--- config.mk ---
export PLATFORM = sky130hd
export DESIGN_NAME = beat_seq_ctrl
export DESIGN_NICKNAME = d
export VERILOG_FILES = /design/src/rtl/music_pkg.sv /design/src/rtl/beat_seq_ctrl_divider.sv /design/src/rtl/beat_seq_ctrl.sv
export SDC_FILE = /design/constraint.sdc
export NUM_CORES = 1
export LEC_CHECK = 0
export BUFFER_PORTS_ARGS = -buffer_cell sky130_fd_sc_hd__buf_2
export CAP_MARGIN = 20
export CORE_MARGIN = 4
export CORE_UTILIZATION = 45
export CTS_CLUSTER_SIZE = 25
export DETAILED_ROUTE_END_ITERATION = 12
export GPL_TIMING_DRIVEN = 0
export SYNTH_ARGS = -nofsm -noshare
export SYNTH_HDL_FRONTEND = slang
export SYNTH_SLANG_ARGS = --single-unit
export TNS_END_PERCENT = 1
--- constraint.sdc ---
create_clock -name clk -period 3.1 [get_ports clk]
set_clock_uncertainty 0.1 [all_clocks]
set_input_delay 0.155 -clock clk [delete_from_list [all_inputs] [get_ports clk]]
set_output_delay 0.155 -clock clk [all_outputs]
set_load 0.1 [all_outputs]
--- src/rtl/music_pkg.sv ---
// music_pkg: shared types and helpers for the music-player playback path.
// Holds the sequencer state encoding, beat index width and the start/end
// index helpers used by beat_seq_ctrl.
package music_pkg;

  localparam int BEAT_W = 8;

  typedef enum logic [1:0] {
    IDLE  = 2'd0,
    PLAY  = 2'd1,
    PAUSE = 2'd2,
    DONE  = 2'd3
  } seq_state_t;

  // First index shown after a load: 0 going forward, the last beat in reverse.
  function automatic logic [BEAT_W-1:0] beat_start_value(input logic rev,
                                                         input logic [BEAT_W-1:0] len);
    return rev ? len : {BEAT_W{1'b0}};
  endfunction

  // Index at which the song ends for the given direction.
  function automatic logic [BEAT_W-1:0] beat_end_value(input logic rev,
                                                       input logic [BEAT_W-1:0] len);
    return rev ? {BEAT_W{1'b0}} : len;
  endfunction

endpackage

--- src/rtl/beat_seq_ctrl_divider.sv ---
// beat_divider: tempo prescaler for the beat sequencer.
// Counts 0..TEMPO_DIV-1 while enabled and flags the terminal count; holds its
// value while disabled so a paused song resumes mid-beat.
module beat_divider #(
  parameter int TEMPO_DIV = 12_500_000,
  parameter int CNT_W     = $clog2(TEMPO_DIV)
) (
  input  logic             clk,
  input  logic             reset,
  input  logic             en,
  input  logic             clr,
  output logic             tc,
  output logic [CNT_W-1:0] cnt
);

  localparam logic [CNT_W-1:0] LAST = CNT_W'(TEMPO_DIV - 1);

  logic [CNT_W-1:0] r_cnt;

  // Divider counter: clear wins, otherwise count and wrap while enabled.
  always_ff @(posedge clk or posedge reset) begin
    if (reset) begin
      r_cnt <= {CNT_W{1'b0}};
    end else if (clr) begin
      r_cnt <= {CNT_W{1'b0}};
    end else if (en) begin
      if (r_cnt == LAST) begin
        r_cnt <= {CNT_W{1'b0}};
      end else begin
        r_cnt <= r_cnt + CNT_W'(1);
      end
    end else begin
      r_cnt <= r_cnt;
    end
  end

  assign tc  = en && !clr && (r_cnt == LAST);
  assign cnt = r_cnt;

endmodule

--- src/rtl/beat_seq_ctrl.sv ---
// beat_seq_ctrl: playback sequencer producing the paced beat index.
// Play/pause/stop FSM, forward/reverse stepping and end-of-song detection.
// Optional feature macro: BEAT_SEQ_LOOP_EN (wrap at song end instead of DONE).
module beat_seq_ctrl
  import music_pkg::*;
#(
  parameter int BEAT_LEN  = 28,
  parameter int TEMPO_DIV = 12_500_000
) (
  input  logic              clk,
  input  logic              reset,
  input  logic              play,
  input  logic              stop,
  input  logic              dir,
  output logic [BEAT_W-1:0] ibeat,
  output logic              beat_tick,
  output logic              done,
  output logic              playing
);

  localparam int                CNT_W    = $clog2(TEMPO_DIV);
  localparam logic [CNT_W-1:0]  DIV_LAST = CNT_W'(TEMPO_DIV - 1);
  localparam logic [BEAT_W-1:0] LEN      = BEAT_W'(BEAT_LEN);

  seq_state_t        r_state;
  logic [BEAT_W-1:0] r_ibeat;
  logic              r_beat_tick;
  logic              r_done;
  logic              r_playing;

  logic              w_div_en;
  logic              w_div_clr;
  logic              w_div_tc;
  logic [CNT_W-1:0]  w_div_cnt;
  logic              w_step;
  logic              w_out_of_range;
  logic              w_at_end;
  logic [BEAT_W-1:0] w_next_beat;

  // Divider runs only in PLAY; it is held at zero whenever no song is loaded.
  assign w_div_en  = (r_state == PLAY);
  assign w_div_clr = stop || (r_state == IDLE) || (r_state == DONE);

  beat_divider #(
    .TEMPO_DIV (TEMPO_DIV),
    .CNT_W     (CNT_W)
  ) u_beat_divider (
    .clk   (clk),
    .reset (reset),
    .en    (w_div_en),
    .clr   (w_div_clr),
    .tc    (w_div_tc),
    .cnt   (w_div_cnt)
  );

  // A step is taken only when the pulse agrees with the count it reports.
  assign w_step         = w_div_tc && (w_div_cnt == DIV_LAST);
  assign w_out_of_range = (r_ibeat > LEN);
  assign w_at_end       = dir ? (r_ibeat == {BEAT_W{1'b0}}) : (r_ibeat == LEN);
  assign w_next_beat    = dir ? (r_ibeat - BEAT_W'(1)) : (r_ibeat + BEAT_W'(1));

  // Sequencer FSM with registered index, pulses and playing flag.
  always_ff @(posedge clk or posedge reset) begin
    if (reset) begin
      r_state     <= IDLE;
      r_ibeat     <= {BEAT_W{1'b0}};
      r_beat_tick <= 1'b0;
      r_done      <= 1'b0;
      r_playing   <= 1'b0;
    end else begin
      r_beat_tick <= 1'b0;
      r_done      <= 1'b0;
      if (stop) begin
        r_state   <= IDLE;
        r_ibeat   <= {BEAT_W{1'b0}};
        r_playing <= 1'b0;
      end else begin
        case (r_state)
          IDLE, DONE: begin
            if (play) begin
              r_state   <= PLAY;
              r_playing <= 1'b1;
              r_ibeat   <= beat_start_value(dir, LEN);
            end
          end
          PLAY: begin
            if (w_step && (w_out_of_range || w_at_end)) begin
              r_done <= 1'b1;
`ifdef BEAT_SEQ_LOOP_EN
              if (w_out_of_range) begin
                r_ibeat <= beat_end_value(dir, LEN);
              end else begin
                r_ibeat     <= beat_start_value(dir, LEN);
                r_beat_tick <= 1'b1;
              end
              if (play) begin
                r_state   <= PAUSE;
                r_playing <= 1'b0;
              end
`else
              r_ibeat   <= beat_end_value(dir, LEN);
              r_state   <= DONE;
              r_playing <= 1'b0;
`endif
            end else begin
              if (w_step) begin
                r_ibeat     <= w_next_beat;
                r_beat_tick <= 1'b1;
              end
              if (play) begin
                r_state   <= PAUSE;
                r_playing <= 1'b0;
              end
            end
          end
          PAUSE: begin
            if (play) begin
              r_state   <= PLAY;
              r_playing <= 1'b1;
            end
          end
          default: begin
            r_state   <= IDLE;
            r_ibeat   <= {BEAT_W{1'b0}};
            r_playing <= 1'b0;
          end
        endcase
      end
    end
  end

  assign ibeat     = r_ibeat;
  assign beat_tick = r_beat_tick;
  assign done      = r_done;
  assign playing   = r_playing;

endmodule
==> flow_summary.yaml, run 1 <==
clock_tree:
  clk_latency_ps: 290
  cts_tree: "done"
  root_buffer: "clkbuf_8"
  clk_pin_slew_ps: 80
  clk_path_buf_depth: 2
  cts_sinks: 37
  htreeDepth: 2
  cts_setup_buffers: 0
  cts_buffers: 5
timing:
  tightest_slew_ps: 887
  relSlewSlack_pct: 40.4
  rsz0062_at_grt: "no"
  setup_ws_ps: 93.9
  hold_viol: 0
  drv_slew: 0
  setup_viol: 0
  post-route-period-util_pct: 97.0
  fin_crit_ps: 3010
  timing.fmax_ghz: 0.333
  whs_ps: 33.0
yosys:
  synthesis.nets: 286
  yosys.area_share.simple_pct: 27.1
  netlist_area_um2: 2400
  synth_area_leaders: "dfrtp_1 (39%), ha_1 (5.7%), nand2_1 (4.2%), o21ai_0 (3.5%), nand3_1 (3.3%)"
  ys.flop_type: "dfrtp_1"
  yosysTopAreaCell: "dfrtp_1"
  syn_avg_cell_area_um2: 8.91
  ys_types: 47
  synthAdderAreaFrac_pct: 6.58
  ys_warn_count: 0
  synth_top_family_by_area: "simple AND/OR/NAND/NOR gates"
  synth_compound_area_share_pct: 19.5
  syn-instance-count: 269
  synth_top_area_share_pct: 38.6
  synth_seq_cells: 37
  synthArstFlopShare_pct: 100
  yosysSeqAreaShare_pct: 38.6
  synth.top_cells.by_count: "dfrtp_1 (37), nand2_1 (27), o21ai_0 (17)"
  synth_xor_xnor_area_share_pct: 3.29
  synth_edf_count: 0
  synthMostInstantiatedCell: "dfrtp_1"
  muxShareOfSynthArea_pct: 2.09
place:
  gp_congestion: 0.851
  dp_hpwl_um: 4000
  placed_cells: 354
  pre_cts_ws_ps: -46.1
  portBuffers: 15
pwr:
  irDropWorstVdd_mv: 0.243
  power.leakage_nw: 1.19
  p_per_area_nw_per_um2: 450
worst_hold_path:
  worst_hold_path_type: "input pin to flip-flop"
setup_path:
  required_ps: 3220
  worst-setup-path-type: "flip-flop to flip-flop"
  cp-end-kind: "flip-flop"
  worstPathArrival_ps: 3130
  critPathMaxFanout: 7
  start_kind: "flip-flop"
drt:
  drc: 0
  dr.pass1.iters: 4
  drt-total-wl_um: 5490
  routed-via-count: 2045
  via_per_inst: 5.63
  detail-route-antenna-nets: 0
  drt-wirelength-per-cell_um: 15.1
  drt_iter0_drc: 126
finish:
  utilization_pct: 52.2
  drive_gt1_share_pct: 12.3
  final_nets: 309
  area_growth_pct: 11.9
  diodes: 0
  fin_cells: 363
run:
  max_cap_viol_count: 0
grt:
  grt.overflow.total: 0
  grt_pass1_vias: 1986
  grt_pass1_wl_um: 9550
  grtUsageTotal_pct: 18.9
  antenna_found_initial: 0
  grt_max_degree: 38
floorplan:
  die_w_um: 81.0
  io_pins: 16
  rows: 26
  core_um2: 5140
  dieArea_um2: 6560
  initial_utilization_pct: 46.6
  fp.dieH_um: 81.0
outcome:
  status: "finished, final reports clean"
worst paths after layout:
path	end	slack, ps	depth (start not counted)	startpoint
max	ibeat[6]	90	7	r_state[0]
min	playing	30	2	stop
max reg2reg	ibeat[6]	90	7	r_state[0]
min reg2reg	u_beat_divider.cnt[6]	420	1	u_beat_divider.cnt[6]
max in group asynchronous	u_beat_divider.cnt[0]	1930	3	reset
min in group asynchronous	u_beat_divider.cnt[21]	460	3	reset
layout by cell type, fill, tap and decap left out, drive strengths merged, types with 4 or more instances in the layout:
master	netlist	routed
a21o	9	9
a21oi	11	11
a22o	6	6
and2	4	4
and3	7	7
and4	4	4
buf	0	15
clkbuf	8	15
dfrtp	37	37
ha	11	11
inv	10	10
mux2i	5	5
nand2	27	27
nand3	16	16
nand4	8	8
nor2	14	14
nor3	13	13
o211ai	4	4
o21ai	21	21
or3	8	8
xnor2	7	7
layer usage:
metal	wire length, µm	part of all wire (%)	vias to the layer above	GRT usage (%)
li1	-	-	1041	-
met1	2600	47	968	24.7
met2	2630	48	27	31.0
met3	159	2.9	9	4.10
met4	87	1.6	0	6.08
met5	0	0	-	0
sequential cells by signal (all words and copies together) (netlist names):
signal	cells
done	1
u_beat_divider.cnt	24
beat_tick	1
playing	1
ibeat	8
r_state	2
layout make-up:
cell class                      instances  area (µm²)
Clock inverter                          1        5.00
Clock buffer                            7        96.3
Buffer                                  8        30.0
Timing Repair Buffer                   16        85.1
Multi-Input combinational cell        214        1420
Fill cell                             513        2460
Tap cell                               70        87.6
Sequential cell                        37         926
Inverter                               10        37.5
power breakdown:
| group | switching, mW | internal (mW) | leakage [nW] |
|---|---|---|---|
| registers | 0.0204 | 0.498 | 0.511 |
| logic | 0.219 | 0.0954 | 0.627 |
| clock network | 0.174 | 0.201 | 0.0542 |
| total | 0.413 | 0.795 | 1.19 |
repair_timing:
action,in CTS,in global routing
gates resized for setup,1,0
setup endpoints to repair,10,0
hold endpoints to repair,37,0
hold buffers,1,0
worst max-delay path, stage by stage, from the launching register on:
cell and delay, ps:
dfrtp_1 430, inv_1 60, ha_1 230, or4b_4 580, or4_4 580, o311a_4 410
or3_4 410, o21ai_1 140
per-stage QoR:
| stage | TNS [ps] | cell area [µm²] | total power [mW] |
|---|---|---|---|
| 2_1_floorplan | 0 | 2400 | 0.778 |
| 3_3_place_gp | -258 | 2560 | 0.838 |
| 3_5_place_dp | -198 | 2570 | 0.842 |
| 4_1_cts | 0 | 2680 | 1.23 |
| 5_1_grt | 0 | 2680 | 1.28 |
| 6_report | 0 | 2680 | 1.21 |
cells by family after synthesis:
kind of cell / Yosys count
AO/OA/AOI/OAI: 69
multiplexers: 5
XOR/XNOR: 9
adder cells (fa/ha/maj): 12
buffers and inverters: 18
flip-flops: 37
AND/OR/NAND/NOR: 119
Power figures use the tool's default switching activity.
==> inputs of run 2 (changes only) <==
RECOVER_POWER = 25   (was unset)
==> flow_summary.yaml, run 2 (synthesized netlist as in run 1, its figures left out) <==
place:
  portBuffers: 15
  gp_congestion: 0.851
  dp_hpwl_um: 4000
  pre_cts_ws_ps: -46.1
floorplan:
  dieArea_um2: 6560
  die_w_um: 81.0
  initial_utilization_pct: 46.6
  fp.dieH_um: 81.0
  io_pins: 16
  rows: 26
  core_um2: 5140
grt:
  grt_max_degree: 38
  met3_usage_pct: 4.10
  grt.overflow.total: 0
  grtUsageMet1_pct: 24.7
  grt.met2_usage_pct: 31.0
  antenna_found_initial: 0
  grt_pass1_wl_um: 9550
  grt_pass1_vias: 1986
  grtUsageTotal_pct: 18.9
  top_usage_layer: "met2"
finish:
  final_nets: 309
  area_growth_pct: 11.8
  largest_register_ffs: 24
  nFillCells: 514
  layout_common_cells: "dfrtp_1 (37), nand2_1 (27), o21ai_0 (17)"
  drive_gt1_share_pct: 11.3
  diodes: 0
  mostFrequentLayoutCell: "dfrtp_1"
clock_tree:
  clk_path_buf_depth: 2
  clk_latency_ps: 290
  clk_pin_slew_ps: 80
  root_buffer: "clkbuf_8"
  htreeDepth: 2
  cts_sinks: 37
  cts_tree: "done"
  cts_buffers: 5
setup_path:
  cp-end-kind: "flip-flop"
  critPathMaxFanout: 7
  worst-setup-path-type: "flip-flop to flip-flop"
  rrSetupSlack_ps: 90
  required_ps: 3230
  start_kind: "flip-flop"
  worstPathArrival_ps: 3130
timing:
  rsz0062_at_grt: "no"
  post-route-period-util_pct: 97.1
  drv_slew: 0
  tightest_slew_ps: 1440
  setup_viol: 0
  fin_crit_ps: 3010
  hold_viol: 0
  whs_ps: 31.7
  setup_ws_ps: 91.0
  relSlewSlack_pct: 4.02
  timing.fmax_ghz: 0.332
pwr:
  irDropWorstVdd_mv: 0.243
  total_power_mw: 1.21
  p_per_area_nw_per_um2: 450
  power.leakage_nw: 1.19
drt:
  dr.pass1.iters: 4
  routed-via-count: 2031
  via_per_inst: 5.60
  drt-total-wl_um: 5480
  detail-route-antenna-nets: 0
  drt_iter0_drc: 126
  drt-wirelength-per-cell_um: 15.1
  drc: 0
outcome:
  status: "finished, final reports clean"
run:
  max_cap_viol_count: 0
worst_hold_path:
  worst_hold_path_type: "input pin to flip-flop"
[run 2: changes by cell type in the layout (fill, tap and decap cells not counted)]
cell and delta:
clkbuf_1 +2, buf_2 -2, inv_2 -1, inv_1 +1
[run 2: cell type report]
type                            count  area, µm²  area share, %
Multi-Input combinational cell    214       1420           52.8
Sequential cell                    37        926           34.5
Clock inverter                      1       5.00          0.187
Inverter                           10       37.5           1.40
Buffer                              8       30.0           1.12
Timing Repair Buffer               16       82.6           3.08
Clock buffer                        7       96.3           3.59
Tap cell                           70       87.6           3.27
[run 2: per-stage QoR]
step	TNS, ps	area (µm²)	util [%]	cells
after floorplan	0	2400	-	269
after global placement	-258	2560	49.8	354
after detailed placement	-198	2570	49.9	354
after CTS	0	2680	52.2	363
after global routing	0	2680	52.1	363
final	0	2680	52.1	363
[run 2: metal layers]
| metal | up-vias | share of wire (%) |
|---|---|---|
| met5 | - | 0 |
| met4 | 0 | 1.6 |
| met3 | 9 | 2.8 |
| met2 | 25 | 48 |
| met1 | 956 | 47 |
| li1 | 1041 | - |
[run 2: where the power goes]
part,internal [mW],switching (mW)
logic,0.0949,0.219
registers,0.498,0.0204
clock network,0.201,0.173
total,0.794,0.412
[run 2: what timing repair did]
item	4_1_cts	5_1_grt
hold buffers	1	0
endpoints found under the setup margin	10	0
endpoints found under the hold margin	37	0
gates resized for setup	1	0
setup buffers	0	0
[run 2: path summary, 6_finish.rpt]
kind / from / to / cells after the start
worst min register to register: u_beat_divider.cnt[6] / u_beat_divider.cnt[6] / 1
worst min-delay path: stop / playing / 2
min in group asynchronous: reset / u_beat_divider.cnt[21] / 3
worst max-delay path: r_state[0] / ibeat[6] / 7
worst max register to register: r_state[0] / ibeat[6] / 7
max in group asynchronous: reset / u_beat_divider.cnt[0] / 3
[run 2: critical path: stages (launching register included)]
cell	delay, ps
dfrtp_1	430
inv_1	60
ha_1	230
or4b_4	580
or4_4	580
o311a_4	410
or3_4	410
o21ai_1	140
==> inputs of run 3 (changes only) <==
--- a/constraint.sdc
+++ b/constraint.sdc
@@ -3,3 +3,3 @@
 set_input_delay 0.155 -clock clk [delete_from_list [all_inputs] [get_ports clk]]
 set_output_delay 0.155 -clock clk [all_outputs]
-set_load 0.1 [all_outputs]
+set_load 0.005 [all_outputs]
==> flow_summary.yaml, run 3 (synthesized netlist as in run 1, its figures left out) <==
clock_tree:
  cts_sinks: 37
  clk_path_buf_depth: 2
  cts_buffers: 5
  clk_latency_ps: 290
  htreeDepth: 2
  root_buffer: "clkbuf_8"
  cts_tree: "done"
  cts_setup_buffers: 0
  clk_pin_slew_ps: 80
run:
  max_cap_viol_count: 0
timing:
  setup_viol: 0
  fin_crit_ps: 3000
  rsz0062_at_grt: "no"
  setup_ws_ps: 103
  whs_ps: 33.5
  timing.fmax_ghz: 0.334
  hold_viol: 0
  post-route-period-util_pct: 96.7
  relSlewSlack_pct: 4.17
  drv_slew: 0
  tightest_slew_ps: 1440
floorplan:
  fp.dieH_um: 81.0
  dieArea_um2: 6560
  rows: 26
  core_um2: 5140
  io_pins: 16
  initial_utilization_pct: 46.6
  die_w_um: 81.0
place:
  placed_cells: 354
  gp_congestion: 0.851
  portBuffers: 15
  dp_hpwl_um: 4000
  pre_cts_ws_ps: -46.1
  post_dp_cell_area_um2: 2570
finish:
  area_growth_pct: 11.7
  drive_gt1_share_pct: 10.6
  mostFrequentLayoutCell: "dfrtp_1"
  multiInputGateArea_um2: 1420
  fin_cells: 363
  nFillCells: 516
  register_area_um2: 926
  design_area_um2: 2680
  layout_common_cells: "dfrtp_1 (37), nand2_1 (27), o21ai_0 (17)"
  largest_register_ffs: 24
  final_nets: 309
  diodes: 0
grt:
  grtUsageTotal_pct: 18.9
  grt.overflow.total: 0
  grt_pass1_wl_um: 9550
  grt_pass1_vias: 1986
  antenna_found_initial: 0
  grt_max_degree: 38
drt:
  drc: 0
  routed-via-count: 2051
  drt-total-wl_um: 5460
  via_per_inst: 5.65
  drt-wirelength-per-cell_um: 15.0
  detail-route-antenna-nets: 0
  drt_iter0_drc: 137
  dr.pass1.iters: 4
worst_hold_path:
  worst_hold_path_type: "input pin to flip-flop"
setup_path:
  worstPathArrival_ps: 3120
  critical_path_buf_inv_count: 1
  slowest_delay_ps: 580
  slowest_stage: "or4b_4"
  required_ps: 3230
  path_cells: "inv_1, ha_1, or4b_4, or4_4, o311a_4, or3_4, o21ai_1"
  worst-setup-path-type: "flip-flop to flip-flop"
  cp-end-kind: "flip-flop"
  cp_top_family: "simple AND/OR/NAND/NOR gates"
  critPathMaxFanout: 7
  start_kind: "flip-flop"
pwr:
  total_power_mw: 1.11
  p_per_area_nw_per_um2: 413
  irDropWorstVdd_mv: 0.210
  power.leakage_nw: 1.18
outcome:
  status: "finished, final reports clean"
-- run 3: path summary, 6_finish.rpt --
kind,start,to,slack [ps],cells after the start
worst max-delay path,r_state[0],ibeat[6],100,7
worst min-delay path,stop,playing,30,2
worst max register to register,r_state[0],ibeat[6],100,7
worst min register to register,u_beat_divider.cnt[6],u_beat_divider.cnt[6],420,1
max in group asynchronous,reset,u_beat_divider.cnt[0],1330,3
min in group asynchronous,reset,u_beat_divider.cnt[21],720,3
-- run 3: area by class of cell --
class	count	share of cell area, %
Multi-Input combinational cell	214	52.9
Sequential cell	37	34.6
Clock buffer	7	3.60
Tap cell	70	3.27
Timing Repair Buffer	16	2.99
Inverter	10	1.40
Buffer	8	1.12
Clock inverter	1	0.187
-- run 3: metal layers --
metal	vias up	GRT usage, %	share of wire, %
li1	1040	-	-
met1	973	24.7	47
met2	29	31.0	48
met3	9	4.10	3.1
met4	0	6.08	1.6
met5	-	0	0
-- run 3: worst reg2reg max path, stage by stage, from the launching register on --
cell and delay (ps):
dfrtp_1 430, inv_1 60, ha_1 230, or4b_4 580, or4_4 580, o311a_4 410
or3_4 410, o21ai_1 140
-- run 3: timing repair --
item / CTS / global route
endpoints found under the setup margin: 10 / 0
hold buffers: 1 / 0
hold endpoints to repair: 37 / 0
resized for setup: 1 / 0
-- run 3: per-stage QoR --
step / utilization (%) / TNS (ps)
final: 52.1 / 0
after global routing: 52.1 / 0
after CTS: 52.2 / 0
after detailed placement: 49.9 / -198
after global placement: 49.8 / -258
after floorplan: - / 0
-- run 3: report_power, final --
| group | switching, mW | total [mW] | internal [mW] |
|---|---|---|---|
| combinational | 0.121 | 0.214 | 0.0931 |
| clock | 0.174 | 0.375 | 0.201 |
| sequential | 0.0203 | 0.519 | 0.498 |
| total | 0.315 | 1.11 | 0.792 |
